--- config.mk ---
export PLATFORM = sky130hd
export DESIGN_NAME = ipml_mc_fifo_v1_0_flat
export DESIGN_NICKNAME = d
export VERILOG_FILES = /design/src/rtl/ipml_mc_fifo_pkg.sv /design/src/rtl/ipml_mc_fifo_if.sv /design/src/rtl/ipml_mc_fifo_ch_ctrl_v1_0.sv /design/src/rtl/ipml_mc_fifo_v1_0.sv /design/src/flat_wrapper.sv
export SDC_FILE = /design/constraint.sdc
export NUM_CORES = 2
export LEC_CHECK = 0
export ABC_CLOCK_PERIOD_IN_PS = 5300
export CAP_MARGIN = 10
export CORE_UTILIZATION = 36
export CTS_BUF_LIST = sky130_fd_sc_hd__clkbuf_4 sky130_fd_sc_hd__clkbuf_8 sky130_fd_sc_hd__clkbuf_16
export DETAILED_ROUTE_END_ITERATION = 8
export HOLD_SLACK_MARGIN = 0.12
export PLACE_DENSITY = 0.54
export SYNTH_ARGS = -nofsm -noshare
export SYNTH_HDL_FRONTEND = slang
export SYNTH_HIERARCHICAL = 1
export SYNTH_SLANG_ARGS = --single-unit
--- constraint.sdc ---
create_clock -name clk -period 5.3 [get_ports clk]
set_input_delay 1.59 -clock clk [delete_from_list [all_inputs] [get_ports clk]]
set_output_delay 1.59 -clock clk [all_outputs]
set_load 0.1 [all_outputs]
--- src/rtl/ipml_mc_fifo_pkg.sv ---
// Shared helpers and types for the multi-channel FIFO: width functions,
// per-channel flag bundle with its reset value, and the level update opcode.
package ipml_mc_fifo_pkg;

    function automatic int clog2(input int value);
        int result;
        result = 0;
        while ((1 << result) < value) result++;
        return result;
    endfunction

    function automatic int ch_width(input int num_ch);
        return (num_ch <= 1) ? 1 : clog2(num_ch);
    endfunction

    function automatic int level_width(input int depth_width);
        return depth_width + 1;
    endfunction

    typedef struct packed {
        logic full;
        logic empty;
        logic almost_full;
        logic almost_empty;
    } ch_flags_t;

    localparam ch_flags_t FLAGS_RST = '{full: 1'b0, empty: 1'b1, almost_full: 1'b0, almost_empty: 1'b1};

    typedef enum logic [1:0] {
        LVL_HOLD,
        LVL_INC,
        LVL_DEC
    } lvl_op_e;

endpackage

--- src/rtl/ipml_mc_fifo_if.sv ---
// Request/response bundle of the multi-channel FIFO; the producer/consumer
// side uses the master modport, the FIFO itself the slave modport.
interface ipml_mc_fifo_if
    import ipml_mc_fifo_pkg::*;
#(
    parameter int C_CH          = 4,
    parameter int C_CH_WIDTH    = ch_width(C_CH),
    parameter int C_DEPTH_WIDTH = 4,
    parameter int C_DATA_WIDTH  = 32
);
    logic                                  wr_en;
    logic [C_CH_WIDTH-1:0]                 wr_ch;
    logic [C_DATA_WIDTH-1:0]               wr_data;
    logic                                  rd_en;
    logic [C_CH_WIDTH-1:0]                 rd_ch;
    logic [C_DATA_WIDTH-1:0]               rd_data;
    logic                                  rd_valid;
    logic [C_CH-1:0]                       clr_ch;
    logic [C_CH-1:0]                       wr_full;
    logic [C_CH-1:0]                       rd_empty;
    logic [C_CH-1:0]                       almost_full;
    logic [C_CH-1:0]                       almost_empty;
    logic [C_CH*(C_DEPTH_WIDTH+1)-1:0]     water_level;
    logic [C_CH-1:0]                       overflow;
    logic [C_CH-1:0]                       underflow;

    modport master (
        output wr_en, wr_ch, wr_data, rd_en, rd_ch, clr_ch,
        input  rd_data, rd_valid, wr_full, rd_empty, almost_full, almost_empty,
               water_level, overflow, underflow
    );

    modport slave (
        input  wr_en, wr_ch, wr_data, rd_en, rd_ch, clr_ch,
        output rd_data, rd_valid, wr_full, rd_empty, almost_full, almost_empty,
               water_level, overflow, underflow
    );
endinterface

--- src/rtl/ipml_mc_fifo_ch_ctrl_v1_0.sv ---
// Bookkeeping for one logical channel: pointers, fill level, flags and
// sticky overflow/underflow. Accept/reject decisions are made by the top.
module ipml_mc_fifo_ch_ctrl_v1_0
    import ipml_mc_fifo_pkg::*;
#(
    parameter int C_DEPTH_WIDTH      = 4,
    parameter int C_ALMOST_FULL_NUM  = 14,
    parameter int C_ALMOST_EMPTY_NUM = 2
) (
    input  logic                     clk,
    input  logic                     rst,
    input  logic                     wr_acc,
    input  logic                     rd_acc,
    input  logic                     wr_ovf,
    input  logic                     rd_unf,
    input  logic                     clr,
    output logic [C_DEPTH_WIDTH-1:0] wr_ptr,
    output logic [C_DEPTH_WIDTH-1:0] rd_ptr,
    output logic [C_DEPTH_WIDTH:0]   level,
    output ch_flags_t                flags,
    output logic                     overflow,
    output logic                     underflow
);
    localparam int              LW    = level_width(C_DEPTH_WIDTH);
    localparam logic [LW-1:0]   DEPTH = LW'(2 ** C_DEPTH_WIDTH);

    lvl_op_e lvl_op;

    always_comb begin
        unique case ({wr_acc, rd_acc})
            2'b10:   lvl_op = LVL_INC;
            2'b01:   lvl_op = LVL_DEC;
            default: lvl_op = LVL_HOLD;
        endcase
    end

    // NOTE: non-blocking assignments so every flop samples pre-edge values.
    always_ff @(posedge clk) begin
        if (rst || clr) begin
            wr_ptr    <= '0;
            rd_ptr    <= '0;
            level     <= '0;
            overflow  <= 1'b0;
            underflow <= 1'b0;
        end else begin
            if (wr_acc) wr_ptr <= wr_ptr + 1'b1;
            if (rd_acc) rd_ptr <= rd_ptr + 1'b1;
            unique case (lvl_op)
                LVL_INC: level <= level + 1'b1;
                LVL_DEC: level <= level - 1'b1;
                default: level <= level;
            endcase
            if (wr_ovf) overflow  <= 1'b1;
            if (rd_unf) underflow <= 1'b1;
        end
    end

    always_comb begin
        flags.full         = (level == DEPTH);
        flags.empty        = (level == '0);
        flags.almost_full  = (level >= LW'(C_ALMOST_FULL_NUM));
        flags.almost_empty = (level <= LW'(C_ALMOST_EMPTY_NUM));
    end

endmodule

--- src/rtl/ipml_mc_fifo_v1_0.sv ---
// Multi-channel synchronous FIFO sharing one simple-dual-port RAM addressed
// as {channel, pointer}. Define IPML_MC_FIFO_OUTREG_EN for a 2-cycle read path.
module ipml_mc_fifo_v1_0
    import ipml_mc_fifo_pkg::*;
#(
    parameter int C_CH               = 4,
    parameter int C_DEPTH_WIDTH      = 4,
    parameter int C_DATA_WIDTH       = 32,
    parameter int C_ALMOST_FULL_NUM  = 14,
    parameter int C_ALMOST_EMPTY_NUM = 2
) (
    input logic           clk,
    input logic           rst,
    ipml_mc_fifo_if.slave bus
);
    localparam int C_CH_WIDTH = ch_width(C_CH);
    localparam int LW         = level_width(C_DEPTH_WIDTH);
    localparam int DEPTH      = 2 ** C_DEPTH_WIDTH;
    localparam int ADDR_W     = C_CH_WIDTH + C_DEPTH_WIDTH;

    logic [C_CH-1:0]          wr_sel, rd_sel, wr_acc, rd_acc, wr_ovf, rd_unf;
    logic [C_DEPTH_WIDTH-1:0] wr_ptr [C_CH];
    logic [C_DEPTH_WIDTH-1:0] rd_ptr [C_CH];
    logic [LW-1:0]            level  [C_CH];
    ch_flags_t                flags  [C_CH];

    logic [C_DEPTH_WIDTH-1:0] wr_ptr_sel, rd_ptr_sel;
    logic [ADDR_W-1:0]        wr_addr, rd_addr;
    logic [C_DATA_WIDTH-1:0]  mem [C_CH*DEPTH];
    logic [C_DATA_WIDTH-1:0]  rd_data_q;
    logic                     rd_valid_q;

    // Out-of-range channel numbers match no slot, so they touch nothing.
    for (genvar g = 0; g < C_CH; g++) begin : g_ch
        assign wr_sel[g] = bus.wr_en && (bus.wr_ch == C_CH_WIDTH'(g)) && !bus.clr_ch[g];
        assign rd_sel[g] = bus.rd_en && (bus.rd_ch == C_CH_WIDTH'(g)) && !bus.clr_ch[g];
        assign wr_acc[g] = wr_sel[g] && !flags[g].full;
        assign wr_ovf[g] = wr_sel[g] &&  flags[g].full;
        assign rd_acc[g] = rd_sel[g] && !flags[g].empty;
        assign rd_unf[g] = rd_sel[g] &&  flags[g].empty;

        ipml_mc_fifo_ch_ctrl_v1_0 #(
            .C_DEPTH_WIDTH     (C_DEPTH_WIDTH),
            .C_ALMOST_FULL_NUM (C_ALMOST_FULL_NUM),
            .C_ALMOST_EMPTY_NUM(C_ALMOST_EMPTY_NUM)
        ) u_ch_ctrl (
            .clk      (clk),
            .rst      (rst),
            .wr_acc   (wr_acc[g]),
            .rd_acc   (rd_acc[g]),
            .wr_ovf   (wr_ovf[g]),
            .rd_unf   (rd_unf[g]),
            .clr      (bus.clr_ch[g]),
            .wr_ptr   (wr_ptr[g]),
            .rd_ptr   (rd_ptr[g]),
            .level    (level[g]),
            .flags    (flags[g]),
            .overflow (bus.overflow[g]),
            .underflow(bus.underflow[g])
        );

        assign bus.wr_full[g]              = flags[g].full;
        assign bus.rd_empty[g]             = flags[g].empty;
        assign bus.almost_full[g]          = flags[g].almost_full;
        assign bus.almost_empty[g]         = flags[g].almost_empty;
        assign bus.water_level[g*LW +: LW] = level[g];
    end

    // NOTE: defaults before the loop keep this purely combinational (no latch).
    always_comb begin
        wr_ptr_sel = '0;
        rd_ptr_sel = '0;
        for (int i = 0; i < C_CH; i++) begin
            if (wr_sel[i]) wr_ptr_sel = wr_ptr[i];
            if (rd_sel[i]) rd_ptr_sel = rd_ptr[i];
        end
    end

    assign wr_addr = {bus.wr_ch, wr_ptr_sel};
    assign rd_addr = {bus.rd_ch, rd_ptr_sel};

    // NOTE: the array has no reset so it maps onto block RAM; stale words
    // are unreachable because the pointers and levels are reset instead.
    always_ff @(posedge clk) begin
        if (!rst && |wr_acc) mem[wr_addr] <= bus.wr_data;
    end

    always_ff @(posedge clk) begin
        if (rst) begin
            rd_data_q  <= '0;
            rd_valid_q <= 1'b0;
        end else begin
            rd_valid_q <= |rd_acc;
            if (|rd_acc) rd_data_q <= mem[rd_addr];
        end
    end

`ifdef IPML_MC_FIFO_OUTREG_EN
    logic [C_DATA_WIDTH-1:0] rd_data_q2;
    logic                    rd_valid_q2;

    always_ff @(posedge clk) begin
        if (rst) begin
            rd_data_q2  <= '0;
            rd_valid_q2 <= 1'b0;
        end else begin
            rd_valid_q2 <= rd_valid_q;
            if (rd_valid_q) rd_data_q2 <= rd_data_q;
        end
    end

    assign bus.rd_data  = rd_data_q2;
    assign bus.rd_valid = rd_valid_q2;
`else
    assign bus.rd_data  = rd_data_q;
    assign bus.rd_valid = rd_valid_q;
`endif

endmodule
--- src/flat_wrapper.sv ---
// flat-port wrapper written by rule: the top's interface ports become plain ports
module ipml_mc_fifo_v1_0_flat import ipml_mc_fifo_pkg::*;
#(
    parameter int C_CH               = 4,
    parameter int C_DEPTH_WIDTH      = 4,
    parameter int C_DATA_WIDTH       = 32,
    parameter int C_ALMOST_FULL_NUM  = 14,
    parameter int C_ALMOST_EMPTY_NUM = 2
)
  (clk, rst, bus_wr_en, bus_wr_ch, bus_wr_data, bus_rd_en, bus_rd_ch, bus_clr_ch, bus_rd_data, bus_rd_valid, bus_wr_full, bus_rd_empty, bus_almost_full, bus_almost_empty, bus_water_level, bus_overflow, bus_underflow);
  ipml_mc_fifo_if #(.C_CH(C_CH), .C_DEPTH_WIDTH(C_DEPTH_WIDTH), .C_DATA_WIDTH(C_DATA_WIDTH)) bus_i ();
  input logic clk;
  input logic rst;
  input wire logic [$bits(bus_i.wr_en)-1:0] bus_wr_en;
  input wire logic [$bits(bus_i.wr_ch)-1:0] bus_wr_ch;
  input wire logic [$bits(bus_i.wr_data)-1:0] bus_wr_data;
  input wire logic [$bits(bus_i.rd_en)-1:0] bus_rd_en;
  input wire logic [$bits(bus_i.rd_ch)-1:0] bus_rd_ch;
  input wire logic [$bits(bus_i.clr_ch)-1:0] bus_clr_ch;
  output wire logic [$bits(bus_i.rd_data)-1:0] bus_rd_data;
  output wire logic [$bits(bus_i.rd_valid)-1:0] bus_rd_valid;
  output wire logic [$bits(bus_i.wr_full)-1:0] bus_wr_full;
  output wire logic [$bits(bus_i.rd_empty)-1:0] bus_rd_empty;
  output wire logic [$bits(bus_i.almost_full)-1:0] bus_almost_full;
  output wire logic [$bits(bus_i.almost_empty)-1:0] bus_almost_empty;
  output wire logic [$bits(bus_i.water_level)-1:0] bus_water_level;
  output wire logic [$bits(bus_i.overflow)-1:0] bus_overflow;
  output wire logic [$bits(bus_i.underflow)-1:0] bus_underflow;
  assign bus_i.wr_en = bus_wr_en;
  assign bus_i.wr_ch = bus_wr_ch;
  assign bus_i.wr_data = bus_wr_data;
  assign bus_i.rd_en = bus_rd_en;
  assign bus_i.rd_ch = bus_rd_ch;
  assign bus_i.clr_ch = bus_clr_ch;
  assign bus_rd_data = bus_i.rd_data;
  assign bus_rd_valid = bus_i.rd_valid;
  assign bus_wr_full = bus_i.wr_full;
  assign bus_rd_empty = bus_i.rd_empty;
  assign bus_almost_full = bus_i.almost_full;
  assign bus_almost_empty = bus_i.almost_empty;
  assign bus_water_level = bus_i.water_level;
  assign bus_overflow = bus_i.overflow;
  assign bus_underflow = bus_i.underflow;
  ipml_mc_fifo_v1_0 #(.C_CH(C_CH), .C_DEPTH_WIDTH(C_DEPTH_WIDTH), .C_DATA_WIDTH(C_DATA_WIDTH), .C_ALMOST_FULL_NUM(C_ALMOST_FULL_NUM), .C_ALMOST_EMPTY_NUM(C_ALMOST_EMPTY_NUM)) u_core (.clk(clk), .rst(rst), .bus(bus_i));
endmodule
After elaboration in Yosys (flattened, before gate mapping)
Memory sizes are Yosys's and may differ from the RTL's. A register that Yosys moved wholly into a read port is not among the register bits.
Index checks and enable logic that the tools add are counted.
Word-level totals
  memories kept: 1
  word-level logic and storage cells: 152
  flip-flop bits (word level): 61
  latch bits: 0
  output and inout port bits: 77
  input bits: 44
  memory bits (read-only): 0
  memory bits (writable): 2048
Cells by class
  eq/ne operators: 26
  divide/modulo/power cells: 0
  mux-type cells: 18
  multipliers: 0
  $add $sub $neg: 16
  shift-type cells: 0
  order comparisons: 8
  bitwise gates (word level): 0
  reduce and logical (&&, ||, !) cells: 62
Memories
  u_core.mem: words 64, width 32, rd ports 1, clocked after Yosys merged registers in 1, wr ports 1, line ipml_mc_fifo_v1_0.sv:29  | logic [C_DATA_WIDTH-1:0] mem [C_CH*DEPTH];
Operators with widths (count)
  case mux 5 bit (2 select lines): 4
  logical AND 1 bit: 33
  adder 4 x 1 -> 4 bit (second input constant): 8
  two-way mux 4 bit: 8
  equality test 2 bit (second input constant): 12
  adder 5 x 1 -> 5 bit (second input constant): 4
  equality test 2 x 1 -> 1 bit (second input constant): 10
  equality test 5 bit (second input constant): 4
  >= comparator 5 x 4 -> 1 bit (second input constant): 4
  less-or-equal comparator 5 x 2 -> 1 bit (second input constant): 4
  zero test 5 bit: 4
  subtractor 5 x 1 -> 5 bit (second input constant): 4
  case mux 2 bit (2 select lines): 4
  zero test 1 bit: 13
  nonzero test 2 bit: 4
  OR reduction 4 bit: 2
  zero test 2 bit: 2
  logical OR 1 bit: 4
  two-way mux 1 bit: 2

Depth between registers and ports, before layout
  depth in word-level cells: 8
  depth in mapped cells: 13
  depth with buffers taken out: 12

By module
Netlist, hierarchy kept.
By module, submodules not included
  ipml_mc_fifo_v1_0: cells each 4422, sequential area each 62159.6 um2, instances 1, area each 80757.5 um2
  ipml_mc_fifo_ch_ctrl_v1_0 (u_core.g_ch[0].u_ch_ctrl ...): cells each 94, sequential area each 300.3 um2, instances 3, area each 837.1 um2
  ipml_mc_fifo_ch_ctrl_v1_0 (u_core.g_ch[3].u_ch_ctrl): cells each 91, sequential area each 300.3 um2, instances 1, area each 789.5 um2

Least setup slack after synthesis
Ideal clock, no wire load.
  kind: reg2out
  start: reg u_core.g_ch[3].u_ch_ctrl.level[2]
  end: out bus_almost_empty[3]
  path buffers: 1
  required time: 3710 ps
  arrival time: 5683 ps
  slack: -1973 ps
  stages on the path, launching flop included: 3
  cells stage by stage: dfxtp_1 buf_2 a2111oi_0
On the way
  longest elaborated chain between the ends: 1
RTL lines
  start: declaration: line ipml_mc_fifo_ch_ctrl_v1_0.sv:19  | output logic [C_DEPTH_WIDTH:0] level,
  start signal: assignment: line ipml_mc_fifo_ch_ctrl_v1_0.sv:49  | LVL_INC: level <= level + 1'b1;
  start signal: assignment: line ipml_mc_fifo_ch_ctrl_v1_0.sv:50  | LVL_DEC: level <= level - 1'b1;
  start signal: assignment: line ipml_mc_fifo_ch_ctrl_v1_0.sv:51  | default: level <= level;
  less-or-equal comparator 5 x 2 -> 1 bit: line ipml_mc_fifo_ch_ctrl_v1_0.sv:62  | flags.almost_empty = (level <= LW'(C_ALMOST_EMPTY_NUM));
  end: declaration: line flat_wrapper.sv:25  | output wire logic [$bits(bus_i.almost_empty)-1:0] bus_almost_empty;
Every way passes these cells.

Final worst setup path
  start: reg u_core.g_ch[1].u_ch_ctrl.level[2]
  end: out bus_rd_empty[1]
On the way
  longest elaborated chain between the ends: 1
RTL lines
  start: declaration: line ipml_mc_fifo_ch_ctrl_v1_0.sv:19
  start signal: assignment: line ipml_mc_fifo_ch_ctrl_v1_0.sv:49
  start signal: assignment: line ipml_mc_fifo_ch_ctrl_v1_0.sv:50
  start signal: assignment: line ipml_mc_fifo_ch_ctrl_v1_0.sv:51
  zero test 5 bit: line ipml_mc_fifo_ch_ctrl_v1_0.sv:60  | flags.empty = (level == '0);
  end: declaration: line flat_wrapper.sv:23  | output wire logic [$bits(bus_i.rd_empty)-1:0] bus_rd_empty;
Every way passes these cells.

==> tab_implementation.tex <==
\begin{tabular}{lr}
\hline
Metric & Value \\
\hline
\multicolumn{2}{l}{\textbf{Run status}} \\
Status & finished clean \\
\multicolumn{2}{l}{\textbf{Pwr}} \\
Static leakage & 32.8 nW \\
Power per Cell Area & 353 nW/µm² \\
Power after layout & 35.3 mW \\
Clock network fraction of total power & 44.9\% \\
Internal Pwr Total & 27.9 mW \\
Switching share of total power & 20.8\% \\
Proportion of power drawn by flip-flops and latches & 52.6\% \\
Net Switching & 7.33 mW \\
Combinational fraction of design power & 2.5\% \\
Max VDD drop & 0.296 mV \\
\multicolumn{2}{l}{\textbf{GRT}} \\
Met1 capacity usage during global routing & 29.8\% \\
Total track usage & 20.8\% \\
Initial antenna violation count & 18 \\
GR Util met3 & 2.94\% \\
Global-route wire length before repair & 351,000 µm \\
Fraction of met2 tracks used by global routing & 33.3\% \\
Congestion Overflow GR & 0 \\
Pin count of the biggest net entering global routing & 65 \\
Vias in the first global route & 46,600 \\
Most utilized layer in the global route result & met2 \\
\multicolumn{2}{l}{\textbf{Clocking}} \\
Post-cts repair resize count & 0 \\
Insertion delay of the later-clocked pin in the worst-skew pair & 0.87 ns \\
\# Post-CTS Setup Buffers & 0 \\
CTS H-tree lvls & 4 \\
Maximum clock path buffer count & 3 \\
Clock root buffer master & sky130\_fd\_sc\_hd\_\_clkbuf\_16 \\
Hold Buf Count CTS & 0 \\
Clock tree from TritonCTS & built \\
Clock Pin Slew Worst Setup and Hold Paths & 0.06 ns \\
CTS sink cnt & 2,141 \\
TritonCTS buffer count & 220 \\
\multicolumn{2}{l}{\textbf{Timing}} \\
Endpoints failing setup & 0 \\
Slew of the pin with the lowest slew margin & 1.19 ns \\
Number of max-slew violations in the final report & 0 \\
Hold slack & 0.469 ns \\
Highest achievable clock rate & 209 MHz \\
Final hold vios & 0 \\
Setup repair after global routing missed its margin & no \\
Final worst setup slack & 0.515 ns \\
Period utilisation layout & 90.3\% \\
Max-Slew Margin vs Limit & 20.6\% \\
Clock Skews & 0.0477 ns \\
Shortest period the worst path allows & 4.79 ns \\
\multicolumn{2}{l}{\textbf{Setup path}} \\
Required time reported for the critical path endpoint & 3.71 ns \\
Cell with the largest stage delay on the worst path & sky130\_fd\_sc\_hd\_\_clkdlybuf4s50\_1 \\
Critical Path Start Type & flip-flop \\
Timing startpoint of the critical path & u\_core/g\_ch[1].u\_ch\_ctrl/level[2] \\
Nature of the critical path endpoint & output pin \\
Buffer and inverter count on the worst path & 1 \\
Kind of critical path & reg -> out \\
Worst r2r src & u\_core/g\_ch[2].u\_ch\_ctrl/level[1] \\
Cell-by-cell listing of the critical path & or3\_1 -> nor3\_2 -> clkdlybuf4s50\_1 \\
Crit path arrival time & 3.20 ns \\
Largest fanout on the critical path & 12 \\
CP max stage delay & 1.20 ns \\
Kind of cell adding the most delay to the critical path & buffers and inverters \\
\multicolumn{2}{l}{\textbf{Detailed routing}} \\
Via density & 5.64 \\
Post-route ant nets & 0 \\
Starting DRC count in detailed routing & 4,886 \\
DRC viols & 0 \\
Average wire per cell in the routed design & 29.3 µm \\
Vias & 47,600 \\
First-pass DRT Iterations & 6 \\
Routed Wire Length & 247,000 µm \\
\multicolumn{2}{l}{\textbf{Synth}} \\
Xor and xnor area share after synthesis & 0.386\% \\
Number of different library cells in the post-synthesis netlist & 78 \\
Number of warnings reported in the yosys synthesis log & 6 \\
Share of flip-flops with an asynchronous set or reset & 0\% \\
Area of the mapped netlist & 84,100 µm² \\
Main synth FF type & sky130\_fd\_sc\_hd\_\_edfxtp\_1 \\
Leading cell types by total area after synthesis & sky130\_fd\_sc\_hd\_\_edfxtp\_1, sky130\_fd\_sc\_hd\_\_mux4\_2, sky130\_fd\_sc\_hd\_\_nand2\_1 \\
Share of cell area taken by muxes after synthesis & 9.51\% \\
Syn nets & 4,862 \\
Synthesized instance count & 4,795 \\
Largest area contributor in the synthesized netlist & sky130\_fd\_sc\_hd\_\_edfxtp\_1 \\
Adder and majority gate portion of the synthesized area & 0.342\% \\
Simple-gate share of the synthesized area & 6.44\% \\
Synth Register Bits & 2,141 \\
Compound-gate portion of the synthesized area & 5.83\% \\
Dominant combinational cell family by area after synthesis & multiplexers \\
Count leader, synth & sky130\_fd\_sc\_hd\_\_edfxtp\_1 \\
Post-synth EDFFs & 2,048 \\
Sequential share of the synthesized area & 75.4\% \\
Average footprint of a synthesized cell & 17.5 µm² \\
Leading cell types by count after synthesis & sky130\_fd\_sc\_hd\_\_edfxtp\_1, sky130\_fd\_sc\_hd\_\_nand2\_1, sky130\_fd\_sc\_hd\_\_mux4\_2 \\
Area share of the largest cell type after synthesis & 73.2\% \\
\multicolumn{2}{l}{\textbf{Layout}} \\
Core Util, Final & 43.0\% \\
Area growth from synthesis to final layout & 18.8\% \\
Number of inserted filler cells in the final layout & 20,200 \\
Ratio of cells with drive above 1 in the final layout & 23.3\% \\
Final layout net count & 5,278 \\
FF+latch area & 63,400 µm² \\
Combined area of the multi-input logic cells & 19,500 µm² \\
\multicolumn{2}{l}{\textbf{Die}} \\
Row count & 177 \\
Die Span X & 485 µm \\
Total I/O pin count & 121 \\
Total core area & 232,000 µm² \\
Floorplan die height & 485 µm \\
Initial core utilization & 36.2\% \\
Area of the die & 235,000 µm² \\
\multicolumn{2}{l}{\textbf{Hold path}} \\
Worst hold start & u\_core/g\_ch[3].u\_ch\_ctrl/underflow \\
Worst hold-check path type & reg -> reg \\
\multicolumn{2}{l}{\textbf{Placement}} \\
Placement-stage worst setup slack & -0.0678 ns \\
Detail Placement HPWL & 145,000 µm \\
Port Buf Inserts & 120 \\
Global placer's final weighted congestion & 0.805 \\
\multicolumn{2}{l}{\textbf{Job}} \\
Number of max-capacitance violations reported & 0 \\
\hline
\end{tabular}
-- area by class of cell --
| cell class | instances | area share [%] |
|---|---|---|
| Sequential cell | 2141 | 63.4 |
| Timing Repair Buffer | 501 | 5.50 |
| Tap cell | 3043 | 3.81 |
| Inverter | 48 | 0.180 |
| Multi-Input combinational cell | 2299 | 19.6 |
| Clock inverter | 136 | 1.53 |
| Clock buffer | 276 | 5.98 |
| Antenna cell | 1 | 0.00251 |
-- final timing paths --
kind              depth (start not counted)  slack [ns]                                 end
hold / removal                            2        0.47  u_core/g_ch[3].u_ch_ctrl/underflow
setup reg to reg                          9        1.78                    u_core/mem[8][7]
setup / recovery                          3        0.51                     bus_rd_empty[1]
hold reg to reg                           2        0.47  u_core/g_ch[3].u_ch_ctrl/underflow
-- per-stage QoR --
step | setup TNS, ns | cells | cell area [µm²]
floorplan | -220.21 | 4795 | 84100
global placement | -0.282 | 8031 | 92400
detailed placement | -0.278 | 8031 | 92400
CTS | 0 | 8443 | 99900
global route | 0 | 8444 | 99900
finish | 0 | 8445 | 99900
-- logic make-up (layout without fill, tap and decap cells) --
family,count (synthesis),after routing
other,0,1
multiplexers,407,407
AO/OA/AOI/OAI,648,648
buffers and inverters,355,961
adder cells (fa/ha/maj),23,23
AND/OR/NAND/NOR,1184,1184
XOR/XNOR,37,37
flip-flops,2141,2141
-- power by group through the flow --
| stage | Sequential, mW | Combinational [mW] | Clock, mW |
|---|---|---|---|
| 2_1_floorplan | 18.9 | 0.293 | 0 |
| 3_3_place_gp | 18.9 | 0.886 | 0 |
| 3_5_place_dp | 18.9 | 0.899 | 0 |
| 4_1_cts | 18.5 | 0.900 | 16.1 |
| 5_1_grt | 18.5 | 0.946 | 16.7 |
| 6_report | 18.5 | 0.891 | 15.8 |
-- sequential cells by signal (all words and copies together) (netlist names) --
| signal | count |
|---|---|
| u_core/g_ch.u_ch_ctrl/wr_ptr | 16 |
| u_core/g_ch.u_ch_ctrl/level | 20 |
| u_core/bus.rd_data | 32 |
| u_core/bus.rd_valid | 1 |
| u_core/g_ch.u_ch_ctrl/overflow | 4 |
| u_core/g_ch.u_ch_ctrl/rd_ptr | 16 |
| u_core/g_ch.u_ch_ctrl/underflow | 4 |
| u_core/mem | 2048 |
-- routing by layer --
layer / vias up / wire length, µm
li1: 20100 / -
met1: 25300 / 107000
met2: 1867 / 118000
met3: 294 / 16900
met4: 4 / 5510
met5: - / 23
-- placed cells by master, fill, tap and decap left out, types with 62 or more instances in the layout --
cell                              instances
sky130_fd_sc_hd__buf_12                 128
sky130_fd_sc_hd__clkdlybuf4s50_1         84
sky130_fd_sc_hd__and3_1                  95
sky130_fd_sc_hd__a22oi_1                131
sky130_fd_sc_hd__clkbuf_16              220
sky130_fd_sc_hd__nand3_1                214
sky130_fd_sc_hd__mux4_2                 313
sky130_fd_sc_hd__buf_4                  256
sky130_fd_sc_hd__nand2_1                547
sky130_fd_sc_hd__a211oi_1               126
sky130_fd_sc_hd__dfxtp_1                 93
sky130_fd_sc_hd__mux2i_1                 93
sky130_fd_sc_hd__a31oi_1                 93
sky130_fd_sc_hd__edfxtp_1              2048
sky130_fd_sc_hd__nor2_1                 108
sky130_fd_sc_hd__a2111oi_0               62
sky130_fd_sc_hd__nor2_4                  74
-- tightest hold or removal path, stage by stage, from the launching register on --
cell                      delay (ns)
sky130_fd_sc_hd__dfxtp_1        0.32
sky130_fd_sc_hd__nor2_1         0.05
sky130_fd_sc_hd__nor2_1         0.07
No activity file was read; power rests on OpenSTA's default activity.
